## config.mk

```make
export PLATFORM = sky130hd
export DESIGN_NAME = spi_target_port
export DESIGN_NICKNAME = d
export VERILOG_FILES = /design/src/rtl/spi_target_port.sv
export SDC_FILE = /design/constraint.sdc
export NUM_CORES = 1
export LEC_CHECK = 0
export BUFFER_PORTS_ARGS = -buffer_cell sky130_fd_sc_hd__clkbuf_2
export CAP_MARGIN = 20
export CORE_MARGIN = 2
export CORE_UTILIZATION = 41
export CTS_CLUSTER_SIZE = 28
export DETAILED_ROUTE_END_ITERATION = 10
export MAX_ROUTING_LAYER = met4
export PLACE_DENSITY = 0.56
export RECOVER_POWER = 100
export SKIP_CTS_REPAIR_TIMING = 1
export SLEW_MARGIN = 30
export SYNTH_ARGS = -nofsm -noshare
export SYNTH_HDL_FRONTEND = slang
export SYNTH_SLANG_ARGS = --single-unit
```

## constraint.sdc

```tcl
create_clock -name clk -period 7.1 [get_ports clk]
set_input_delay 0 -clock clk [delete_from_list [all_inputs] [get_ports clk]]
set_output_delay 0 -clock clk [all_outputs]
set_load 0.05 [all_outputs]
```

## src/rtl/spi_target_port.sv

```systemverilog
// SPI mode-0 target: serves queued {addr,data} words on MISO and captures MOSI bytes.
// All SPI inputs are resynchronised into clk; frames are decoded from synchronised edges.
module spi_target_port #(
    parameter int TX_W   = 12,
    parameter int RX_W   = 8,
    parameter int FIFO_D = 4
) (
    input  logic                        clk,
    input  logic                        rst,
    input  logic                        sclk_in,
    input  logic                        cs_n_in,
    input  logic                        mosi_in,
    output logic                        miso_out,
    output logic                        miso_oe_out,
    input  logic [TX_W-1:0]             tx_data_in,
    input  logic                        tx_valid_in,
    output logic                        tx_ready_out,
    output logic [RX_W-1:0]             rx_data_out,
    output logic                        rx_valid_out,
    input  logic                        rx_ready_in,
    output logic [$clog2(FIFO_D):0]     tx_level_out,
    output logic [$clog2(FIFO_D):0]     rx_level_out,
    output logic                        busy_out,
    output logic                        underrun_out,
    output logic                        overflow_out,
    output logic                        frame_err_out,
    input  logic                        clr_err_in
);
    localparam int AW = $clog2(FIFO_D);
    localparam int LW = AW + 1;

    typedef enum logic [1:0] {
        WAIT_HI = 2'd0,
        IDLE    = 2'd1,
        ACTIVE  = 2'd2
    } state_t;

    state_t            state_r, state_nxt_s;
    logic [2:0]        sclk_sync_r, cs_sync_r;
    logic [1:0]        mosi_sync_r;
    logic              sclk_rise_s, sclk_fall_s, cs_fall_s, cs_rise_s;
    logic              start_s, end_s, active_s;
    logic [TX_W-1:0]   tx_shift_r, tx_start_word_s;
    logic [RX_W-1:0]   rx_shift_r;
    logic [4:0]        bit_cnt_r;
    logic              miso_r, act_r;
    logic [TX_W-1:0]   tx_mem_r [FIFO_D];
    logic [RX_W-1:0]   rx_mem_r [FIFO_D];
    logic [AW-1:0]     tx_wr_ptr_r, tx_rd_ptr_r, rx_wr_ptr_r, rx_rd_ptr_r;
    logic [LW-1:0]     tx_level_r, rx_level_r;
    logic              tx_push_s, tx_pop_s, rx_push_s, rx_pop_s, rx_full_s;
    logic              rx_frame_s, tx_frame_s;
    logic              underrun_r, overflow_r, frame_err_r;

    // Index 1 is the synchronised level, index 2 the previous value for edge detect.
    assign sclk_rise_s = sclk_sync_r[1] & ~sclk_sync_r[2];
    assign sclk_fall_s = ~sclk_sync_r[1] & sclk_sync_r[2];
    assign cs_fall_s   = ~cs_sync_r[1] & cs_sync_r[2];
    assign cs_rise_s   = cs_sync_r[1] & ~cs_sync_r[2];
    assign active_s    = (state_r == ACTIVE);

    assign rx_full_s   = (rx_level_r == LW'(FIFO_D));
    assign rx_frame_s  = (bit_cnt_r == 5'(RX_W));
    assign tx_frame_s  = (bit_cnt_r == 5'(TX_W));
    assign tx_push_s   = tx_valid_in & tx_ready_out;
    assign tx_pop_s    = start_s & (tx_level_r != {LW{1'b0}});
    assign rx_push_s   = end_s & rx_frame_s & ~rx_full_s;
    assign rx_pop_s    = rx_ready_in & (rx_level_r != {LW{1'b0}});
    assign tx_start_word_s = tx_pop_s ? tx_mem_r[tx_rd_ptr_r] : {TX_W{1'b0}};

    assign tx_ready_out  = (tx_level_r != LW'(FIFO_D));
    assign rx_valid_out  = (rx_level_r != {LW{1'b0}});
    assign rx_data_out   = rx_mem_r[rx_rd_ptr_r];
    assign tx_level_out  = tx_level_r;
    assign rx_level_out  = rx_level_r;
    assign miso_out      = miso_r;
    assign miso_oe_out   = act_r;
    assign busy_out      = act_r;
    assign underrun_out  = underrun_r;
    assign overflow_out  = overflow_r;
    assign frame_err_out = frame_err_r;

    // Input synchronisers; cs resets low so a frame already running at reset is not mistaken for idle.
    always_ff @(posedge clk) begin
        if (rst) begin
            sclk_sync_r <= 3'b000;
            cs_sync_r   <= 3'b000;
            mosi_sync_r <= 2'b00;
        end else begin
            sclk_sync_r <= {sclk_sync_r[1:0], sclk_in};
            cs_sync_r   <= {cs_sync_r[1:0], cs_n_in};
            mosi_sync_r <= {mosi_sync_r[0], mosi_in};
        end
    end

    // Frame FSM state register.
    always_ff @(posedge clk) begin
        if (rst) begin
            state_r <= WAIT_HI;
        end else begin
            state_r <= state_nxt_s;
        end
    end

    // Frame FSM next state and frame start/end strobes.
    always_comb begin
        state_nxt_s = state_r;
        start_s     = 1'b0;
        end_s       = 1'b0;
        case (state_r)
            WAIT_HI: begin
                if (cs_sync_r[1]) state_nxt_s = IDLE;
                else              state_nxt_s = WAIT_HI;
            end
            IDLE: begin
                if (cs_fall_s) begin
                    state_nxt_s = ACTIVE;
                    start_s     = 1'b1;
                end else begin
                    state_nxt_s = IDLE;
                end
            end
            ACTIVE: begin
                if (cs_rise_s) begin
                    state_nxt_s = IDLE;
                    end_s       = 1'b1;
                end else begin
                    state_nxt_s = ACTIVE;
                end
            end
            default: state_nxt_s = WAIT_HI;
        endcase
    end

    // Shift registers, bit counter and MISO/output-enable registers.
    always_ff @(posedge clk) begin
        if (rst) begin
            tx_shift_r <= {TX_W{1'b0}};
            rx_shift_r <= {RX_W{1'b0}};
            bit_cnt_r  <= 5'd0;
            miso_r     <= 1'b0;
            act_r      <= 1'b0;
        end else begin
            act_r <= (state_nxt_s == ACTIVE);
            if (start_s) begin
                tx_shift_r <= tx_start_word_s;
                miso_r     <= tx_start_word_s[TX_W-1];
                bit_cnt_r  <= 5'd0;
            end else if (active_s && !end_s) begin
                if (sclk_rise_s) begin
                    rx_shift_r <= {rx_shift_r[RX_W-2:0], mosi_sync_r[1]};
                    if (bit_cnt_r != 5'd31) bit_cnt_r <= bit_cnt_r + 5'd1;
                end
                if (sclk_fall_s) begin
                    tx_shift_r <= {tx_shift_r[TX_W-2:0], 1'b0};
                    miso_r     <= tx_shift_r[TX_W-2];
                end
            end else begin
                miso_r <= 1'b0;
            end
        end
    end

    // TX queue: host pushes words, frame start pops the head.
    always_ff @(posedge clk) begin
        if (rst) begin
            tx_wr_ptr_r <= {AW{1'b0}};
            tx_rd_ptr_r <= {AW{1'b0}};
            tx_level_r  <= {LW{1'b0}};
            for (int i = 0; i < FIFO_D; i++) tx_mem_r[i] <= {TX_W{1'b0}};
        end else begin
            if (tx_push_s) begin
                tx_mem_r[tx_wr_ptr_r] <= tx_data_in;
                tx_wr_ptr_r           <= tx_wr_ptr_r + AW'(1);
            end
            if (tx_pop_s) tx_rd_ptr_r <= tx_rd_ptr_r + AW'(1);
            case ({tx_push_s, tx_pop_s})
                2'b10:   tx_level_r <= tx_level_r + LW'(1);
                2'b01:   tx_level_r <= tx_level_r - LW'(1);
                default: tx_level_r <= tx_level_r;
            endcase
        end
    end

    // RX queue: complete 8-bit frames push, host dequeues the head.
    always_ff @(posedge clk) begin
        if (rst) begin
            rx_wr_ptr_r <= {AW{1'b0}};
            rx_rd_ptr_r <= {AW{1'b0}};
            rx_level_r  <= {LW{1'b0}};
            for (int i = 0; i < FIFO_D; i++) rx_mem_r[i] <= {RX_W{1'b0}};
        end else begin
            if (rx_push_s) begin
                rx_mem_r[rx_wr_ptr_r] <= rx_shift_r;
                rx_wr_ptr_r           <= rx_wr_ptr_r + AW'(1);
            end
            if (rx_pop_s) rx_rd_ptr_r <= rx_rd_ptr_r + AW'(1);
            case ({rx_push_s, rx_pop_s})
                2'b10:   rx_level_r <= rx_level_r + LW'(1);
                2'b01:   rx_level_r <= rx_level_r - LW'(1);
                default: rx_level_r <= rx_level_r;
            endcase
        end
    end

    // Sticky error flags; clear wins over a same-cycle set.
    always_ff @(posedge clk) begin
        if (rst || clr_err_in) begin
            underrun_r  <= 1'b0;
            overflow_r  <= 1'b0;
            frame_err_r <= 1'b0;
        end else begin
            if (start_s && tx_level_r == {LW{1'b0}}) underrun_r <= 1'b1;
            if (end_s && rx_frame_s && rx_full_s)    overflow_r <= 1'b1;
            if (end_s && !rx_frame_s && !tx_frame_s) frame_err_r <= 1'b1;
        end
    end
endmodule

```

# Yosys cells after proc, flatten, opt, wreduce, memory -nomap -nowiden
# Memories as Yosys holds them, arrays and structs flattened. A register that Yosys moved wholly into a read port is not among the register bits.
# Cells that the tools add are included.
[word_totals]
ff_bits = 53
output_inout_bits = 22
memories = 2
inputBits = 20
ramBits = 80
elab_cells = 116
[op_classes]
n_bitwise = 15
addsub = 9
n_reduce_logical = 24
n_mux = 35
eq_ne = 13
[memory_table]
columns = ["memory", "depth", "width", "read_ports", "rd_ports_with_merged_regs", "write_ports", "line", "source"]
rows = [
  ["tx_mem_r", 4, 12, 1, 1, 4, "47", "logic [TX_W-1:0] tx_mem_r [FIFO_D];"],
  ["rx_mem_r", 4, 8, 1, 1, 4, "48", "logic [RX_W-1:0] rx_mem_r [FIFO_D];"],
]
[ops]
columns = ["op", "count"]
rows = [
  ["two-way mux 11 bit", 3],
  ["two-way mux 12 bit", 2],
  ["two-way mux 1 bit", 18],
  ["two-way mux 2 bit", 8],
  ["one-hot mux 3 bit (2 select lines)", 2],
  ["OR reduction 12 bit", 1],
  ["equality test 5 x 4 -> 1 bit, second input constant", 2],
  ["bitwise AND 1 bit", 9],
  ["adder 2 x 1 -> 2 bit, second input constant", 4],
  ["equality test 2 bit, second input constant", 4],
  ["two-way mux 8 bit", 1],
  ["nonzero test 2 bit", 4],
  ["OR reduction 8 bit", 1],
  ["adder 3 x 1 -> 3 bit, second input constant", 2],
  ["equality test 2 x 1 -> 1 bit, second input constant", 3],
  ["logical AND 1 bit", 6],
  ["inequality test 3 bit, second input constant", 2],
  ["inverter 1 bit", 6],
  ["one-hot mux 2 bit (3 select lines)", 1],
  ["AND reduction 3 bit", 2],
  ["nonzero test 3 bit", 2],
  ["subtractor 3 x 1 -> 3 bit, second input constant", 2],
  ["adder 5 x 1 -> 5 bit, second input constant", 1],
  ["inequality test 5 bit, second input constant", 1],
  ["other kinds (7)", 9],
]

# Depth between registers and ports, before layout
[logic_depth]
ltp_word = 11
mapped_depth = 10
mapped_depth_nobuf = 10

# Worst setup path after synthesis
# Ideal clock, no wire load.
[synth_path]
kind = "register to register"
start = "register tx_level_r[2] (netlist: tx_level_out[2])"
end = "register tx_level_r[2] (netlist: tx_level_out[2])"
path_buffers = 1
setup_slack_ns = 4.483
setup_time_ns = 0.070
synth_period_minus_slack_ns = 2.617
t_arrival_ns = 2.547
stages_incl_launch_ff = 10
cell_sequence = "dfxtp_1 or3b_1 buf_2 nand2_4 ha_1 inv_1 fa_1 xor2_1 or3_1 a21oi_1"
[synth_via]
elab_chain_cells = 4
elab_cells_between_ends = 10
cone_classes = "add/sub (2); eq/ne (3); mux (1); bitwise (2); reduce/logical (2)"
[synth_lines]
columns = ["element", "line", "source"]
rows = [
  ["from (decl)", "50", "logic [LW-1:0] tx_level_r, rx_level_r;"],
  ["from (signal assigned)", "169", "tx_level_r <= {LW{1'b0}};"],
  ["from (signal assigned)", "178", "2'b10: tx_level_r <= tx_level_r + LW'(1);"],
  ["from (signal assigned)", "179", "2'b01: tx_level_r <= tx_level_r - LW'(1);"],
  ["inequality test 3 bit *", "71", "assign tx_ready_out = (tx_level_r != LW'(FIFO_D));"],
  ["via tx_ready_out", "17", "output logic tx_ready_out,"],
  ["bitwise AND 1 bit *", "65", "assign tx_push_s = tx_valid_in & tx_ready_out;"],
  ["equality test 2 x 1 -> 1 bit / equality test 2 bit (equally long branches)", "177", "case ({tx_push_s, tx_pop_s})"],
  ["one-hot mux 3 bit (2 select lines) / nonzero test 2 bit (equally long branches)", "-", ""],
]
# The timed path passes the listed nets; every way through them passes the cells marked *.
# A chain may end at the register's enable or synchronous reset.

==> impl_metrics.csv <==
group,metric,value,unit
run_status,status,"complete, but fails checks",
run_status,violations,"negative hold slack, max-capacitance violations, max-slew violations",
yosys,synth_edf_count,80,
routing,viasPerCell,5.08,
routing,routed_wl,11.7,mm
finish,antennaDiodeCount,0,
timing,slew_headroom,-105,%
finish,fill_cells,1344,
worst_hold_path,hold_end,"tx_wr_ptr_r[0]",
setup_path,end_kind,"register",
global_route,grt_overflow_total,0,
power_and_ir_drop,power_density,265,mW/mm2
timing,hold_violations,1,
routing,drt_pass1_iterations,4,
global_route,grt_start_max_net_pins,69,
clocking,cts_tree,"done",
worst_hold_path,holdCritStartpoint,"tx_valid_in",
die,io_pins,42,
timing,drv_slew,106,
clocking,cts.sink_count,137,
routing,route.detailed.drc,0,
power_and_ir_drop,ir_worst_vdd,152,uV
setup_path,cp.required,7.26,ns
setup_path,crit_type,"in2reg",
setup_path,crit_fanout,68,
finish,layout-area-overhead-vs-synth,15.1,%
timing,period_needed,4.04,ns
place,port_buffers,41,
yosys,yosysWarningCount,0,
yosys,synth_top_cell_area_share,39.4,%
global_route,grtUsageTotal,16.2,%
timing,fin_hold_ws,-0.00207,ns
power_and_ir_drop,power.internal,1.45,mW
global_route,grt_pass1_wl,19.3,mm
setup_path,reg2reg_depth,8,
yosys,synth.avg_cell_area,13.2,um2
yosys,yosysSeqAreaShare,58.2,%
timing,fin_crit_sh,56.9,%
routing,antenna_left,0,
finish,layout.cells.non_filler,709,
power_and_ir_drop,power_switching,0.401,mW
clocking,cts_max_level,4,
setup_path,r2r_start,"state_r[1]",
place,place_inst,661,
power_and_ir_drop,seqPwrFrac,47.7,%
routing,via_count,3605,
die,die_h,126,um
die,start_util,41.9,%
routing,drt_iter0_markers,188,
die,rows,44,
yosys,yosysTopAreaCell,"edfxtp_1",
timing,fmax,248,MHz
global_route,grt_pass1_vias,3719,
place,dp_hpwl,7.73,mm
global_route,antenna_found_initial,0,
finish,nets,539,
setup_path,r2r-end,"tx_level_out[2]",
routing,drt-wirelength-per-cell,16.5,um
yosys,ys_types,55,
die,core_area,0.0145,mm2
yosys,synth-async-reset-ratio,0,%
timing,finalSetupTns,0,ns
clocking,clk_latency,0.42,ns
setup_path,arrival,4.20,ns
clocking,root_buffer,"clkbuf_16",
finish,final_cell_mix,"edfxtp_1 (80), dfxtp_1 (57), nor2_1 (42)",
clocking,ctsLongestPathBuffers,2,
run,maxCapViolations,2,
finish,seq_area,0.00354,mm2
power_and_ir_drop,p_leak,2.62,nW
finish,drive_gt1_share,16.4,%
yosys,ys_seq_elements,137,
finish,layout_commonest_cell,"edfxtp_1",
die,die_area,0.0159,mm2
power_and_ir_drop,switching_share,21.6,%
timing,worst_pin_slew,3.07,ns
clocking,clk_pin_slew,0.06,ns
yosys,ys.flop_type,"edfxtp_1",
setup_path,reg2reg_slack,3.27,ns
timing,setup_viol,0,
yosys,syn-num-nets,487,
timing,finalClockSkew,0.00747,ns
setup_path,worstSetupStartpointType,"input port",
yosys,mappedNetlistArea,0.00609,mm2
die,die_w,126,um
place,gp_congestion,0.692,
yosys,syn_inst,460,
power_and_ir_drop,clockPowerShare,47.1,%
finish,multi_input_area,0.00227,mm2
power_and_ir_drop,comb_power_share,5.2,%
clocking,numCtsBuffers,17,
worst_hold_path,worstHoldPathCells,4,
yosys,synthTopCellsByArea,"edfxtp_1 (39%), dfxtp_1 (19%), mux4_2 (7.4%)",
timing,rsz0062_at_grt,"false",
worst_hold_path,worstHoldPathType,"in2reg",
## critical path, cell delays in order
cell and delay [ns]:
clkbuf_2 0.08, clkbuf_1 2.15, nor2_1 1.37, and3_1 0.55
## state kept, by name, indices dropped and copies added, names as in the netlist, 2 cells and up, named ones only
register      cells
bit_cnt_r         5
cs_sync_r         3
mosi_sync_r       2
rx_level_out      3
rx_mem_r         32
rx_rd_ptr_r       2
rx_shift_r        8
rx_wr_ptr_r       2
sclk_sync_r       3
state_r           2
tx_level_out      3
tx_mem_r         48
tx_rd_ptr_r       2
tx_shift_r       11
tx_wr_ptr_r       2
## cells in the mapped netlist (all sizes together) (3+ instances only)
cell type  number
nor2b          12
nand2          16
inv            10
or3             6
mux2i          12
buf            18
and4bb          3
clkbuf          9
a21oi           9
and3           26
xnor2           5
and2           48
a221oi         11
xor2            8
nor3           27
mux4           20
edfxtp         80
nor2           42
dfxtp          57
o21bai          5
nand2b          4
ha              5
## layer usage
layer	track usage, %	up-vias	wire length (um)
met4	4.91	0	157
li1	-	1782	-
met1	18.3	1750	4970
met5	-	-	0
met3	4.93	15	416
met2	27.8	58	6190
## layout make-up
class | count | area share [%]
timing repair buffer | 60 | 4.98
clock buffer | 18 | 6.12
inverter | 10 | 0.535
clock inverter | 14 | 2.21
tap | 184 | 3.28
sequential | 137 | 50.5
multi-input combinational | 286 | 32.3
## through the flow
step / setup slack, ns / area, um2 / util [%] / power, mW / hold WS (ns)
2_1_floorplan: 4.48 / 6090 / - / 0.963 / 0.0768
3_3_place_gp: 4.52 / 6410 / 44.1 / 0.993 / 0.211
3_5_place_dp: 4.43 / 6410 / 44.1 / 0.997 / 0.216
4_1_cts: 4.42 / 6990 / 48.1 / 1.87 / -0.219
5_1_grt: 2.44 / 7010 / 48.2 / 1.92 / 0.0178
6_report: 3.06 / 7010 / 48.2 / 1.86 / -0.00207
## power by group through the flow
| stage | clock network, mW | registers, mW | logic, mW |
|---|---|---|---|
| 2_1_floorplan | 0 | 0.902 | 0.0613 |
| 3_3_place_gp | 0 | 0.899 | 0.0940 |
| 3_5_place_dp | 0 | 0.902 | 0.0950 |
| 4_1_cts | 0.890 | 0.885 | 0.0954 |
| 5_1_grt | 0.927 | 0.888 | 0.106 |
| 6_report | 0.874 | 0.884 | 0.0967 |
## logic make-up (layout without fill, tap and decap cells)
kind of cell    count (synthesis)  count (layout)  synth area share, %
simple gates                  199             199                 20.5
flops                         137             137                 58.2
buf+inv                        37             102                 3.00
compound gates                 35              35                 5.44
fa+ha+maj                       7               7                 1.68
mux                            32              32                 9.36
xor+xnor                       13              13                 1.87
## how the worst max path moves through the flow
stage / startpoint / end / cells past startpoint / slack, ns
3_5_place_dp: cs_sync_r[1] / tx_level_out[2] / 8 / 4.43
2_1_floorplan: tx_level_out[2] / tx_level_out[2] / 9 / 4.48
4_1_cts: cs_sync_r[1] / tx_level_out[2] / 8 / 4.42
6_report: rst / tx_mem_r[2][6] / 4 / 3.06
3_3_place_gp: cs_sync_r[1] / tx_level_out[2] / 8 / 4.52
5_1_grt: rst / tx_mem_r[1][6] / 4 / 2.44
Power figures use the tool's default switching activity.
